<file path="src/rtl/eth_regs_pkg.sv">
// Shared definitions for the eth_top AXI4-Lite register file: response codes,
// register-map word offsets and the write-collector state encoding.
package eth_regs_pkg;

    localparam logic [1:0] BRESP_OKAY   = 2'b00;
    localparam logic [1:0] BRESP_SLVERR = 2'b10;

    typedef enum logic [1:0] {
        WR_IDLE    = 2'd0,
        WR_COLLECT = 2'd1,
        WR_RESP    = 2'd2
    } wr_state_t;

    // First status register sits directly after the control block.
    function automatic int stat_base_idx(input int n_ctrl);
        return n_ctrl;
    endfunction

    function automatic int irq_status_idx(input int n_ctrl, input int n_stat);
        return n_ctrl + n_stat;
    endfunction

    function automatic int irq_enable_idx(input int n_ctrl, input int n_stat);
        return n_ctrl + n_stat + 1;
    endfunction

    // Expand four byte enables into a 32-bit bit mask.
    function automatic logic [31:0] strb_mask(input logic [3:0] strb);
        logic [31:0] mask;
        for (int i = 0; i < 4; i++) begin
            mask[8*i +: 8] = {8{strb[i]}};
        end
        return mask;
    endfunction

endpackage

</file>
<file path="src/rtl/eth_axil_wr_collect.sv">
// AXI4-Lite write-side collector: holds AW and W independently, presents a
// single-cycle commit to the register storage and drives the B channel.
//
//   state      | meaning
//   -----------+-----------------------------------------------------------
//   WR_IDLE    | nothing held, both AW and W may handshake
//   WR_COLLECT | exactly one of address / data held, waiting for the other
//   WR_RESP    | write committed, bvalid high until bready
module eth_axil_wr_collect #(
    parameter int ADDR_W = 12
) (
    input  logic              clk,
    input  logic              rst_n,
    input  logic              enable,
    input  logic              awvalid,
    output logic              awready,
    input  logic [ADDR_W-1:0] awaddr,
    input  logic              wvalid,
    output logic              wready,
    input  logic [31:0]       wdata,
    input  logic [3:0]        wstrb,
    output logic              bvalid,
    input  logic              bready,
    output logic [1:0]        bresp,
    output logic              cm_valid,
    output logic [ADDR_W-3:0] cm_idx,
    output logic [31:0]       cm_data,
    output logic [3:0]        cm_strb,
    input  logic              cm_err
);
    import eth_regs_pkg::*;

    wr_state_t         state;
    logic              aw_held;
    logic              w_held;
    logic [ADDR_W-3:0] aw_idx_q;
    logic [31:0]       w_data_q;
    logic [3:0]        w_strb_q;
    logic              aw_hs;
    logic              w_hs;
    logic              unused_addr_bits;

    assign unused_addr_bits = ^awaddr[1:0];

    assign awready = enable && !aw_held && !bvalid;
    assign wready  = enable && !w_held && !bvalid;
    assign aw_hs   = awvalid && awready;
    assign w_hs    = wvalid && wready;

    // A commit fires on the edge where the second half arrives, using the
    // live bus value for whichever half is handshaking right now.
    assign cm_valid = (aw_held || aw_hs) && (w_held || w_hs);
    assign cm_idx   = aw_held ? aw_idx_q : awaddr[ADDR_W-1:2];
    assign cm_data  = w_held ? w_data_q : wdata;
    assign cm_strb  = w_held ? w_strb_q : wstrb;

    // Holding registers, commit sequencing and B-channel response.
    always_ff @(posedge clk or negedge rst_n) begin
        if (!rst_n) begin
            state    <= WR_IDLE;
            aw_held  <= 1'b0;
            w_held   <= 1'b0;
            aw_idx_q <= '0;
            w_data_q <= '0;
            w_strb_q <= '0;
            bvalid   <= 1'b0;
            bresp    <= BRESP_OKAY;
        end else begin
            case (state)
                WR_IDLE, WR_COLLECT: begin
                    if (cm_valid) begin
                        aw_held <= 1'b0;
                        w_held  <= 1'b0;
                        bvalid  <= 1'b1;
                        bresp   <= cm_err ? BRESP_SLVERR : BRESP_OKAY;
                        state   <= WR_RESP;
                    end else begin
                        if (aw_hs) begin
                            aw_held  <= 1'b1;
                            aw_idx_q <= awaddr[ADDR_W-1:2];
                        end
                        if (w_hs) begin
                            w_held   <= 1'b1;
                            w_data_q <= wdata;
                            w_strb_q <= wstrb;
                        end
                        state <= (aw_held || aw_hs || w_held || w_hs) ? WR_COLLECT : WR_IDLE;
                    end
                end
                WR_RESP: begin
                    if (bready) begin
                        bvalid <= 1'b0;
                        state  <= WR_IDLE;
                    end
                end
                default: state <= WR_IDLE;
            endcase
        end
    end

endmodule

</file>
<file path="src/rtl/eth_axil_regfile.sv">
// AXI4-Lite slave register file for eth_top: control registers, sampled
// status inputs, sticky W1C interrupt status with enable mask and a level Irq.
module eth_axil_regfile #(
    parameter int ADDR_W = 12,
    parameter int N_CTRL = 4,
    parameter int N_STAT = 4,
    parameter int N_IRQ  = 8
) (
    input  logic                AXI_Clk,
    input  logic                AXI_Rstn,
    input  logic                AXI_awvalid,
    output logic                AXI_awready,
    input  logic [ADDR_W-1:0]   AXI_awaddr,
    input  logic                AXI_wvalid,
    output logic                AXI_wready,
    input  logic [31:0]         AXI_wdata,
    input  logic [3:0]          AXI_wstrb,
    output logic                AXI_bvalid,
    input  logic                AXI_bready,
    output logic [1:0]          AXI_bresp,
    input  logic                AXI_arvalid,
    output logic                AXI_arready,
    input  logic [ADDR_W-1:0]   AXI_araddr,
    output logic                AXI_rvalid,
    input  logic                AXI_rready,
    output logic [31:0]         AXI_rdata,
    output logic [1:0]          AXI_rresp,
    output logic [32*N_CTRL-1:0] Ctrl_Regs,
    output logic [N_CTRL-1:0]   Ctrl_Wr_Pulse,
    input  logic [32*N_STAT-1:0] Stat_Regs,
    input  logic [N_IRQ-1:0]    Irq_Events,
    output logic                Irq
);
    import eth_regs_pkg::*;

    localparam int IDX_W = ADDR_W - 2;
    localparam logic [IDX_W-1:0] STAT_LO = IDX_W'(stat_base_idx(N_CTRL));
    localparam logic [IDX_W-1:0] IRQ_ST  = IDX_W'(irq_status_idx(N_CTRL, N_STAT));
    localparam logic [IDX_W-1:0] IRQ_EN  = IDX_W'(irq_enable_idx(N_CTRL, N_STAT));

    if (N_CTRL + N_STAT + 2 > (1 << IDX_W)) begin : g_map_check
        $error("eth_axil_regfile: register map does not fit in ADDR_W");
    end
    if (N_IRQ < 1 || N_IRQ > 32) begin : g_irq_check
        $error("eth_axil_regfile: N_IRQ must be 1..32");
    end

    logic              live;
    logic              cm_valid;
    logic [IDX_W-1:0]  cm_idx;
    logic [31:0]       cm_data;
    logic [3:0]        cm_strb;
    logic              cm_err;
    logic [31:0]       cm_mask;
    logic [N_CTRL-1:0] pulse_d;
    logic [N_IRQ-1:0]  irq_clr;
    logic [31:0]       ctrl_q [N_CTRL];
    logic [N_IRQ-1:0]  irq_stat_q;
    logic [N_IRQ-1:0]  irq_en_q;
    logic [31:0]       irq_stat_w;
    logic [31:0]       irq_en_w;
    logic [IDX_W-1:0]  ar_idx;
    logic [31:0]       rd_data;
    logic              rd_err;
    logic              unused_ar_bits;

    assign unused_ar_bits = ^AXI_araddr[1:0];

    // Ready outputs stay low until the first clock after reset release.
    always_ff @(posedge AXI_Clk or negedge AXI_Rstn) begin
        if (!AXI_Rstn) live <= 1'b0;
        else           live <= 1'b1;
    end

    eth_axil_wr_collect #(.ADDR_W(ADDR_W)) u_wr (
        .clk      (AXI_Clk),
        .rst_n    (AXI_Rstn),
        .enable   (live),
        .awvalid  (AXI_awvalid),
        .awready  (AXI_awready),
        .awaddr   (AXI_awaddr),
        .wvalid   (AXI_wvalid),
        .wready   (AXI_wready),
        .wdata    (AXI_wdata),
        .wstrb    (AXI_wstrb),
        .bvalid   (AXI_bvalid),
        .bready   (AXI_bready),
        .bresp    (AXI_bresp),
        .cm_valid (cm_valid),
        .cm_idx   (cm_idx),
        .cm_data  (cm_data),
        .cm_strb  (cm_strb),
        .cm_err   (cm_err)
    );

    // Only CTRL, IRQ_STATUS and IRQ_ENABLE accept writes.
    assign cm_err  = !((cm_idx < STAT_LO) || (cm_idx == IRQ_ST) || (cm_idx == IRQ_EN));
    assign cm_mask = strb_mask(cm_strb);
    assign irq_clr = (cm_valid && cm_idx == IRQ_ST) ? (cm_data[N_IRQ-1:0] & cm_mask[N_IRQ-1:0]) : '0;

    // Per-register write strobe; fires even when no byte is enabled.
    always_comb begin
        pulse_d = '0;
        for (int k = 0; k < N_CTRL; k++) begin
            pulse_d[k] = cm_valid && (cm_idx == IDX_W'(k));
        end
    end

    for (genvar k = 0; k < N_CTRL; k++) begin : g_ctrl_out
        assign Ctrl_Regs[32*k +: 32] = ctrl_q[k];
    end

    // Register storage, write pulses, sticky interrupt status and Irq level.
    always_ff @(posedge AXI_Clk or negedge AXI_Rstn) begin
        if (!AXI_Rstn) begin
            for (int k = 0; k < N_CTRL; k++) ctrl_q[k] <= '0;
            Ctrl_Wr_Pulse <= '0;
            irq_en_q      <= '0;
            irq_stat_q    <= '0;
            Irq           <= 1'b0;
        end else begin
            for (int k = 0; k < N_CTRL; k++) begin
                if (pulse_d[k]) ctrl_q[k] <= (ctrl_q[k] & ~cm_mask) | (cm_data & cm_mask);
            end
            if (cm_valid && cm_idx == IRQ_EN) begin
                irq_en_q <= (irq_en_q & ~cm_mask[N_IRQ-1:0]) | (cm_data[N_IRQ-1:0] & cm_mask[N_IRQ-1:0]);
            end
            Ctrl_Wr_Pulse <= pulse_d;
            // New events override a same-cycle clear.
            irq_stat_q    <= (irq_stat_q & ~irq_clr) | Irq_Events;
            Irq           <= |(irq_stat_q & irq_en_q);
        end
    end

    always_comb begin
        irq_stat_w = '0;
        irq_en_w   = '0;
        irq_stat_w[N_IRQ-1:0] = irq_stat_q;
        irq_en_w[N_IRQ-1:0]   = irq_en_q;
    end

    assign ar_idx      = AXI_araddr[ADDR_W-1:2];
    assign AXI_arready = live && !AXI_rvalid;

    // Read decode; anything not matched is unmapped and returns zero.
    always_comb begin
        rd_data = '0;
        rd_err  = 1'b1;
        for (int k = 0; k < N_CTRL; k++) begin
            if (ar_idx == IDX_W'(k)) begin
                rd_data = ctrl_q[k];
                rd_err  = 1'b0;
            end
        end
        for (int k = 0; k < N_STAT; k++) begin
            if (ar_idx == IDX_W'(N_CTRL + k)) begin
                rd_data = Stat_Regs[32*k +: 32];
                rd_err  = 1'b0;
            end
        end
        if (ar_idx == IRQ_ST) begin
            rd_data = irq_stat_w;
            rd_err  = 1'b0;
        end
        if (ar_idx == IRQ_EN) begin
            rd_data = irq_en_w;
            rd_err  = 1'b0;
        end
    end

    // R channel: capture on AR handshake, hold until rready.
    always_ff @(posedge AXI_Clk or negedge AXI_Rstn) begin
        if (!AXI_Rstn) begin
            AXI_rvalid <= 1'b0;
            AXI_rdata  <= '0;
            AXI_rresp  <= BRESP_OKAY;
        end else if (AXI_arvalid && AXI_arready) begin
            AXI_rvalid <= 1'b1;
            AXI_rdata  <= rd_data;
            AXI_rresp  <= rd_err ? BRESP_SLVERR : BRESP_OKAY;
        end else if (AXI_rvalid && AXI_rready) begin
            AXI_rvalid <= 1'b0;
        end
    end

endmodule

</file>
<file path="config.mk">
export PLATFORM = sky130hd
export DESIGN_NAME = eth_axil_regfile
export DESIGN_NICKNAME = d
export VERILOG_FILES = /design/src/rtl/eth_regs_pkg.sv /design/src/rtl/eth_axil_wr_collect.sv /design/src/rtl/eth_axil_regfile.sv
export SDC_FILE = /design/constraint.sdc
export NUM_CORES = 1
export LEC_CHECK = 0
export CAP_MARGIN = 20
export CORE_UTILIZATION = 35
export CTS_BUF_LIST = sky130_fd_sc_hd__clkbuf_4 sky130_fd_sc_hd__clkbuf_8 sky130_fd_sc_hd__clkbuf_16
export DETAILED_ROUTE_END_ITERATION = 10
export GPL_TIMING_DRIVEN = 0
export HOLD_SLACK_MARGIN = 0.15
export PLACE_DENSITY = 0.65
export SETUP_SLACK_MARGIN = 0.5
export SYNTH_ARGS = -nofsm -noshare
export SYNTH_HDL_FRONTEND = slang
export SYNTH_SLANG_ARGS = --single-unit
</file>
<file path="constraint.sdc">
create_clock -name AXI_Clk -period 2 [get_ports AXI_Clk]
set_clock_uncertainty 0.1 [all_clocks]
set_input_delay 0.5 -clock AXI_Clk [delete_from_list [all_inputs] [get_ports AXI_Clk]]
set_output_delay 0.5 -clock AXI_Clk [all_outputs]
set_load 0.03 [all_outputs]
</file>
**Word-level counts from Yosys, hierarchy flattened**

Index checks and enable logic that the tools add are counted.
Widths: inputs -> output; s select.

- Register bits after elaboration: 238
- Bits of input ports: 203
- Output and inout port bits: 174

- Order comparisons: 1
- Eq/ne operators: 18
- Mux-type cells: 39
- Bitwise operators: 19
- Reduce and logical (&&, ||, !) cells: 41

Operator list:

| cell | number |
|---|---|
| $mux 32 | 11 |
| $and 32x32->32 | 5 |
| $or 32x32->32 | 4 |
| $eq 10x2->1 const B | 4 |
| $eq 10x3->1 const B | 4 |
| $eq 10x4->1 const B | 4 |
| $and 8x8->8 | 4 |
| $not 32->32 | 1 |
| $eq 10x1->1 const B | 2 |
| $logic_not 10->1 | 2 |
| $mux 1 | 19 |
| $logic_and 1x1->1 | 16 |
| $not 8->8 | 2 |
| $or 8x8->8 | 2 |
| $lt 10x3->1 const B | 1 |
| $mux 10 | 1 |
| $reduce_and 3->1 | 3 |
| $mux 2 | 4 |
| $mux 8 | 1 |
| $reduce_bool 2->1 | 4 |
| $reduce_or 8->1 | 1 |
| $logic_or 1x1->1 | 6 |
| $reduce_and 2->1 | 3 |
| $logic_not 1->1 | 4 |
| 9 further kinds | 10 |

**Logic depth before layout (Yosys ltp)**

- Depth after elaboration: 12
- Depth in mapped cells: 9
- Gate-level depth less buffers: 5

**By module**

From an unflattened synthesis, not the netlist that was laid out.

- Cells, all modules: 1,017
- Area total of the unflattened synthesis: 12,214.2 µm²

By module, submodules not included:

| module | times used | cells each | area an instance (µm²) | sequential area each (µm²) |
|---|---|---|---|---|
| eth_axil_regfile | 1 | 832 | 9,452.8 | 4,604.4 |
| eth_axil_wr_collect | 1 | 185 | 2,761.4 | 1,301.2 |

**Worst setup path before layout**

OpenSTA, ideal clock, no wires.

- Path kind: in2reg
- From: in AXI_awaddr[8]
- To: reg (tool-made name)
- Arrival: 1.984 ns
- Required time: 1.767 ns
- Slack: -0.216 ns
- Cell stages on the path: 7
- Path buffers: 2
- Path through: or4_1 nor2_8 buf_12 o2111ai_4 buf_2 nand2_1 o21ai_0

RTL lines:

| element | line | source |
|---|---|---|
| start, declared | eth_axil_regfile.sv:13 | `input logic [ADDR_W-1:0] AXI_awaddr,` |

==> reports/metrics.csv <==
metric,value,unit
Worst setup SP type,input pin,
clock sink count,236,
maximum vdd drop,0.579,mV
clock root buffer,clkbuf_16,
chip height,188,um
worst setup margin,-250,ps
crit path kind,in2reg,
number of synthesized flops with an enable pin,0,
Max Freq,444,MHz
Layout Cells excl Fill,2200,
Skew-Pair Late Insertion Delay,540,ps
power share of the combinational group,0.390,
final net count,1935,
footprint of the multi-input gates,7120,um^2
dpl hpwl,35600,um
Reg power frac,0.329,
share of layout cells above drive strength 1,0.503,
PwrDens,908,nW/um^2
Worst path slowest cell,or4_4,
RSZ-0062 raised after global routing,true,
vias per inst,5.47,
clock buffer depth,3,
CP Max Fanout,7,
Worst EP required,2300,ps
clock slew at reported path FFs,70,ps
post-route ant nets,0,
largest net degree at the start of global routing,86,
r2r setup slk,-220,ps
Die Area,35300,um^2
actual slew at the worst max-slew pin,1020,ps
LEAKAGE,0.00954,uW
Synth async-reset ratio,1.00,
Routed WL,52100,um
Yosys top cell by area,dfrtp_1,
synthesized area,12100,um^2
largest cells by area after synthesis,"dfrtp_1, mux2_2, o21ai_0",
Core ar.,33800,um^2
Initial DRC Count,751,
average instance area after synthesis,10.7,um^2
Gate Count Post-Synth,1127,
final-report hold violation count,77,
Cell Int Power,12700,uW
DR vias,12000,
Top Ports,377,
Initial Util,0.358,
Min-Delay Path Class,in2async,
Die Width,188,um
Seq cells post-synth,236,
Critical Path Most Common Cell,buf_12,
vias in the first global route,11800,
Ys Warns,0,
crit-path cells,clkdlybuf4s50_1 > or4_4 > nor2_8 > buf_12 > buf_12 > o2111ai_4 > buf_4 > nand2_1 > o21ai_1,
Final Max Tran Viols,0,
dpl ws,-1370,ps
switch share,0.351,
Port-buffer cells,366,
TritonCTS buffer count,27,
final setup fails,155,
area delta synth->final,77.9,%
"Seq/Total Area, Yosys",0.489,
Fin Hold WS,-194,ps
GP Congestion,0.879,
placed insts,1944,
clock share of power,0.281,
Tcrit/Tclk final,1.12,
top_reg_cell synth,dfrtp_1,
H-tree depth,1,
# rows,67,
failing checks,"hold timing, setup timing",
Worst path max stage delay,620,ps
Setup TNS,-22120,ps
DRC,0,
Worst EP arrival,2550,ps
"most common cell after layout, fill and taps aside",dfrtp_1,
Slew headroom,0.299,
initial antenna violation count,2,
gr usage total,0.276,
Fill cells,2559,
CP Capture Type,flop,
share of the synthesized area in the top cell type,0.489,
total chip power,19500,uW
FF/Latch Area,5910,um^2
CTS tree,done,
DRT Pass-1 Iters,5,
most frequent cells in the layout,"dfrtp_1, buf_6, clkdlybuf4s50_1",
Congestion Overflow GR,0,
crit path time final,2250,ps
max-cap violations,0,
status,"complete, but fails checks",
global-route wire length before repair,73800,um
Synth cell types,62,
DR WL/cell,23.7,um
Sw Pwr,6860,uW
[worst max-delay path: cells and delay by family]
family / cells / cell delay, ps
AOI/OAI and AO/OA: 2 / 270
buffers and inverters: 4 / 900
and+or+nand+nor: 3 / 870
[path summary, 6_finish.rpt]
check	end	from	depth (start not counted)
setup / recovery	flop	AXI_awaddr[8]	9
hold / removal	AXI_rdata[21]	AXI_Rstn	1
setup reg to reg	flop	u_wr.aw_held	9
hold reg to reg	u_wr.aw_idx_q[5]	u_wr.aw_idx_q[5]	1
max in group asynchronous	u_wr.bvalid	AXI_Rstn	3
min in group AXI_Clk	AXI_rdata[24]	AXI_araddr[5]	4
[kinds of logic (layout without fill, tap and decap cells)]
logic type / after synthesis / in the layout / synth area share
and+or+nand+nor: 280 / 281 / 0.107
AOI/OAI and AO/OA: 338 / 338 / 0.192
other: 2 / 5 / 0.000621
muxes: 174 / 174 / 0.173
buffers and inverters: 97 / 718 / 0.0396
DFF: 236 / 236 / 0.489
[through the flow]
stage | area, um^2 | util
floorplan | 12600 | -
global placement | 16800 | 0.498
detailed placement | 16900 | 0.499
CTS | 19600 | 0.581
global route | 21500 | 0.637
finish | 21500 | 0.637
[final cells by class]
type,count,share of cell area
Antenna cell,2,0.000233
Buffer,82,0.0451
Inverter,15,0.00268
Multi-Input combinational cell,796,0.331
Timing Repair Buffer,574,0.274
Sequential cell,236,0.275
Clock inverter,8,0.00785
Tap cell,448,0.0261
Clock buffer,39,0.0376
[routing by layer]
metal | track usage | wire [um] | up-vias
li1 | - | - | 5391
met1 | 0.357 | 21100 | 6013
met5 | 0 | 0 | -
met3 | 0.0445 | 3290 | 112
met2 | 0.469 | 25700 | 524
met4 | 0.0932 | 1940 | 0
[cell usage after synthesis (all sizes together), types with 2 or more instances]
master and instances:
o21ai 171, a22o 17, or4 2, nor2b 12
and3b 3, nor3 9, o2111ai 16, a221oi 4
mux4 20, o221ai 9, a21oi 16, o21a 4
mux2i 78, inv 14, a211oi 23, a22oi 29
a221o 4, buf 52, nand2b 14, and3 4
or3 3, nor4 4, nand3 12, conb 2
dfrtp 236, nand2 160, nand4b 2, o31ai 21
nand3b 5, clkbuf 30, mux2 76, o21bai 7
nor2 45, o32ai 4, o22ai 9
[power by group through the flow]
stage               logic (uW)  registers (uW)  clock network (uW)
finish                    7620            6430                5490
global route              8010            6510                5750
CTS                       6740            6350                5540
detailed placement        5660            6410                   0
global placement          5560            6380                   0
floorplan                 2700            6990                   0
[what timing repair did]
item	4_1_cts	5_1_grt
cloned	18	9
setup endpoints to repair	406	407
hold endpoints to repair	77	77
pin swaps	23	106
gates resized for setup	1022	666
setup buffers	114	66
Note: power is estimated with default switching activity, not from simulation.
==> variant 1: new RTL, same flow settings <==
The output `Irq` loses its register stage (`Irq` becomes a continuous assignment).
--- a/src/rtl/eth_axil_regfile.sv
+++ b/src/rtl/eth_axil_regfile.sv
@@ -117,7 +117,6 @@
             Ctrl_Wr_Pulse <= '0;
             irq_en_q      <= '0;
             irq_stat_q    <= '0;
-            Irq           <= 1'b0;
         end else begin
             for (int k = 0; k < N_CTRL; k++) begin
                 if (pulse_d[k]) ctrl_q[k] <= (ctrl_q[k] & ~cm_mask) | (cm_data & cm_mask);
@@ -128,9 +127,10 @@
             Ctrl_Wr_Pulse <= pulse_d;
             // New events override a same-cycle clear.
             irq_stat_q    <= (irq_stat_q & ~irq_clr) | Irq_Events;
-            Irq           <= |(irq_stat_q & irq_en_q);
         end
     end
+
+    assign Irq = |(irq_stat_q & irq_en_q);
 
     always_comb begin
         irq_stat_w = '0;
Formal check against the unedited RTL: not equivalent (Yosys sat finds a counterexample within 4 cycles, from zero or initial values and one cycle with AXI_Rstn low).
==> variant 1 against the original RTL <==
  * Utilization down 2.3 points
  * Sequential share of layout area rose by 1.0 points
  * Synthesized area fell by 0.21%
  * Largest cell class unchanged
  * Worst setup slack improved by 0.030 ns
  * Hold slack lost 0.035 ns
  * The run still ends with hold timing, setup timing left
  * Sequential cell count is 1 lower
  * Power fell by 5.1%
  * Wire length fell by 3.1%
  * Cell area fell by 3.9%
  * Critical path depth shrank 1
  * Die area fell by 0.21%
==> variant 1: results (changes against the original RTL) <==
* Post-synthesis sequential area ratio at 48.7% (was 48.9%)
* Avg Inst Size Synth at 10.7 um^2 (about the same)
* Fraction of layout cells with a size suffix above 1 at 42.3% (was 50.3%)
* Global Route Usage Sum at 27.1% (was 27.6%)
* # setup viols final at 176 (was 155)
* Post-CTS Setup Bufs at 91 (was 114)
* Total CTS buffers at 26 (was 27)
* CP arrival at 2.52 ns (was 2.55 ns)
* Met3 Routed Length at 3.11 mm (was 3.29 mm)
* Setup TNS at -19.10 ns (was -22.12 ns)
* Fillers at 2721 (was 2559)
* Worst Path Max Fanout at 10 (was 7)
* Lkg Pwr at 9.33 nW (was 9.54 nW)
* Synth cell count leaders: dfrtp_1, o21ai_0, nand2_1 (unchanged)
* Routed wl met2 at 24.6 mm (was 25.7 mm)
* Post-synth ARST share at 100% (unchanged)
* Final worst setup slack at -0.220 ns (was -0.250 ns)
* Pin count of the biggest net entering global routing at 99 (was 86)
* Global-route wire length before repair at 72.2 mm (was 73.8 mm)
* Slowest stage delay, CP at 0.60 ns (was 0.62 ns)
* Synth unique cells at 62 (unchanged)
* Final #Nets at 1902 (was 1935)
* Vias per inst at 5.41 (was 5.47)
* Final wirelength at 50.5 mm (was 52.1 mm)
* R2R depth at 8 (was 9)
* Synth Area in Compound Gates at 19.2% (about the same)
* Post-synthesis mux area share at 17.3% (about the same)
* Fin cells at 2168 (was 2200)
* CP delay by family, top: simple AND/OR/NAND/NOR gates (was buffers and inverters)
* Status: complete, but fails checks (unchanged)
* GP Congestion at 0.868 (was 0.879)
* Slew headroom at 43.3% (was 29.9%)
* Hold WS at -0.229 ns (was -0.194 ns)
* Post_cts resized at 705 (was 1022)
* Final Hold Viols at 53 (was 77)
* Worst VDD drop at 0.809 mV (was 0.579 mV)
* Vias in the first global route at 11645 (was 11800)
* M1 wire length at 20.8 mm (was 21.1 mm)
* Violated checks: hold timing, setup timing (unchanged)
* YS warnings at 0 (unchanged)
* Synth top area cells: dfrtp_1, mux2_2, o21ai_0, mux2i_1, nand2_1 (unchanged)
* Port buffer count at 366 (unchanged)
* Hpwl dp at 35.3 mm (was 35.6 mm)
* Initial detailed-routing violation count at 696 (was 751)
[variant 1: cell types whose count changed in the layout (fill, tap and decap cells not counted), moves of 5 or more]
cell / delta
dlygate4sd2_1: +54
nand2_4: -9
a22oi_2: -6
nand2_1: +33
buf_6: -61
nand2_2: -24
o21ai_0: +23
clkbuf_16: -5
buf_4: -27
a22oi_1: +6
o21ai_2: -24
[variant 1: metrics by stage]
stage,cell area [um^2],worst slack [ns]
2_1_floorplan,12600,-0.0996
3_3_place_gp,16800,-10.75
3_5_place_dp,16800,-1.42
4_1_cts,19200,-0.200
5_1_grt,20700,-0.269
6_report,20700,-0.220
[variant 1: how the worst max path moves through the flow]
stage / start / slack [ns] / endpoint / depth (start not counted)
4_1_cts: flop / -0.20 / Ctrl_Regs[13] / 1
3_3_place_gp: AXI_Rstn / -10.75 / u_wr.bvalid / 1
3_5_place_dp: AXI_awaddr[3] / -1.42 / flop / 7
2_1_floorplan: AXI_awaddr[7] / -0.1 / flop / 6
5_1_grt: u_wr.aw_held / -0.27 / flop / 10
6_report: AXI_awaddr[4] / -0.22 / flop / 8
[variant 1: area by class of cell]
class                           instances  area share (%)
Multi-Input combinational cell        796            33.1
Inverter                               15           0.278
Tap cell                              448            2.71
Sequential cell                       235            28.5
Antenna cell                            3          0.0363
Clock inverter                          8           0.436
Timing Repair Buffer                  543            26.6
Buffer                                 82            4.61
Clock buffer                           38            3.79
[variant 1: report_power, final]
group,internal (W),leakage (nW),switching [W]
Combinational,0.00328,5.78,0.00391
Clock,0.00296,0.445,0.00200
Sequential,0.00566,3.10,0.000716
[variant 1: layer usage]
layer / GRT usage, % / vias up
met5: 0 / -
met4: 11.0 / 0
met3: 5.00 / 110
met2: 45.6 / 478
met1: 34.2 / 5820
li1: - / 5317
==> variant 2: new RTL, config.mk and constraints unchanged <==
Made on the original files. `ADDR_W` is set to 12 in 2 places; all go to 11.
--- a/src/rtl/eth_axil_wr_collect.sv
+++ b/src/rtl/eth_axil_wr_collect.sv
@@ -7,7 +7,7 @@
 //   WR_COLLECT | exactly one of address / data held, waiting for the other
 //   WR_RESP    | write committed, bvalid high until bready
 module eth_axil_wr_collect #(
-    parameter int ADDR_W = 12
+    parameter int ADDR_W = 11
 ) (
     input  logic              clk,
     input  logic              rst_n,
--- a/src/rtl/eth_axil_regfile.sv
+++ b/src/rtl/eth_axil_regfile.sv
@@ -1,7 +1,7 @@
 // AXI4-Lite slave register file for eth_top: control registers, sampled
 // status inputs, sticky W1C interrupt status with enable mask and a level Irq.
 module eth_axil_regfile #(
-    parameter int ADDR_W = 12,
+    parameter int ADDR_W = 11,
     parameter int N_CTRL = 4,
     parameter int N_STAT = 4,
     parameter int N_IRQ  = 8
Interface: changed (resized AXI_araddr and AXI_awaddr); port bits go from 377 to 375. The function was not compared with the original's and may differ.
==> variant 2 against the original RTL <==
  * Count of clock-buffer cells in the layout grew 2
  * Register-to-register slack lost 0.16 ns
  * Worst setup slack lost 0.13 ns
  * Wire length grew 18%
  * The flow finishes with violations (setup timing)
  * Sequential cell count shrank 1
  * Synthesized cell count shrank 1.2%
  * Global-route usage grew 3.8 points
  * Cell area grew 5.1%
  * Combinational power grew 28%
  * Die area grew 3.3%
  * Synthesized area grew 3.4%
  * Power grew 14%
==> variant 2: results (changes against the original RTL) <==
* Post-synthesis mux area share at 24.6% (was 17.3%)
* Cell area after synthesis at 12500 um^2 (was 12100 um^2)
* Combinational family with the most area after synthesis: multiplexers (was compound AO/OA/AOI/OAI gates)
* # setup viols final at 193 (was 155)
* Non-clk invs at 7 (was 15)
* Vias per inst at 5.71 (was 5.47)
* Wire length per cell at 27.2 um (was 23.7 um)
* Worst VDD drop at 0.752 mV (was 0.579 mV)
* Setup TNS at -39.28 ns (was -22.12 ns)
* Final #Nets at 1991 (was 1935)
* Worst Path Max Fanout at 8 (was 7)
* Fillers at 2570 (was 2559)
* CP arrival at 2.72 ns (was 2.55 ns)
* Violated checks: setup timing (was hold timing, setup timing)
* Final worst setup slack at -0.382 ns (was -0.250 ns)
* Dpl ws at -1.60 ns (was -1.37 ns)
* Port buffer count at 367 (was 366)
* Initial antenna violation count at 1 (was 2)
* Status: complete, but fails checks (unchanged)
* Post-placement cell count at 1940 (was 1944)
* Slowest-stage cell, CP: dfrtp_1 (was or4_4)
* Sw Share at 35.9% (was 35.1%)
* Vias in the first global route at 12923 (was 11800)
* Non-clock buffering overhead at 34.6% (was 31.9%)
* Global-route wire length before repair at 84.0 mm (was 73.8 mm)
* Worst skew pair latency at 0.56 ns (was 0.54 ns)
variant 2: timing repair:
action	in CTS	in global routing
hold endpoints to repair	121	118
pin swaps	45	29
cloned	15	6
setup endpoints to repair	404	526
hold buffers	4	1
resized for setup	1524	152
setup buffers	188	62
variant 2: kinds of logic after synthesis:
kind of cell,Yosys count
compound gates,261
buf+inv,90
other cells,2
mux,270
flops,235
simple gates,256
variant 2: final timing paths:
path,depth (start not counted),end,start,slack [ns]
worst max-delay path,7,flop,u_wr.aw_held,-0.38
max in group asynchronous,4,async pin,AXI_Rstn,0.72
worst min register to register,1,u_wr.w_data_q[16],u_wr.w_data_q[16],0.40
worst max register to register,7,flop,u_wr.aw_held,-0.38
worst min-delay path,2,u_wr.aw_idx_q[6],AXI_Rstn,0.23
min in group AXI_Clk,2,u_wr.aw_idx_q[5],AXI_awaddr[7],0.24
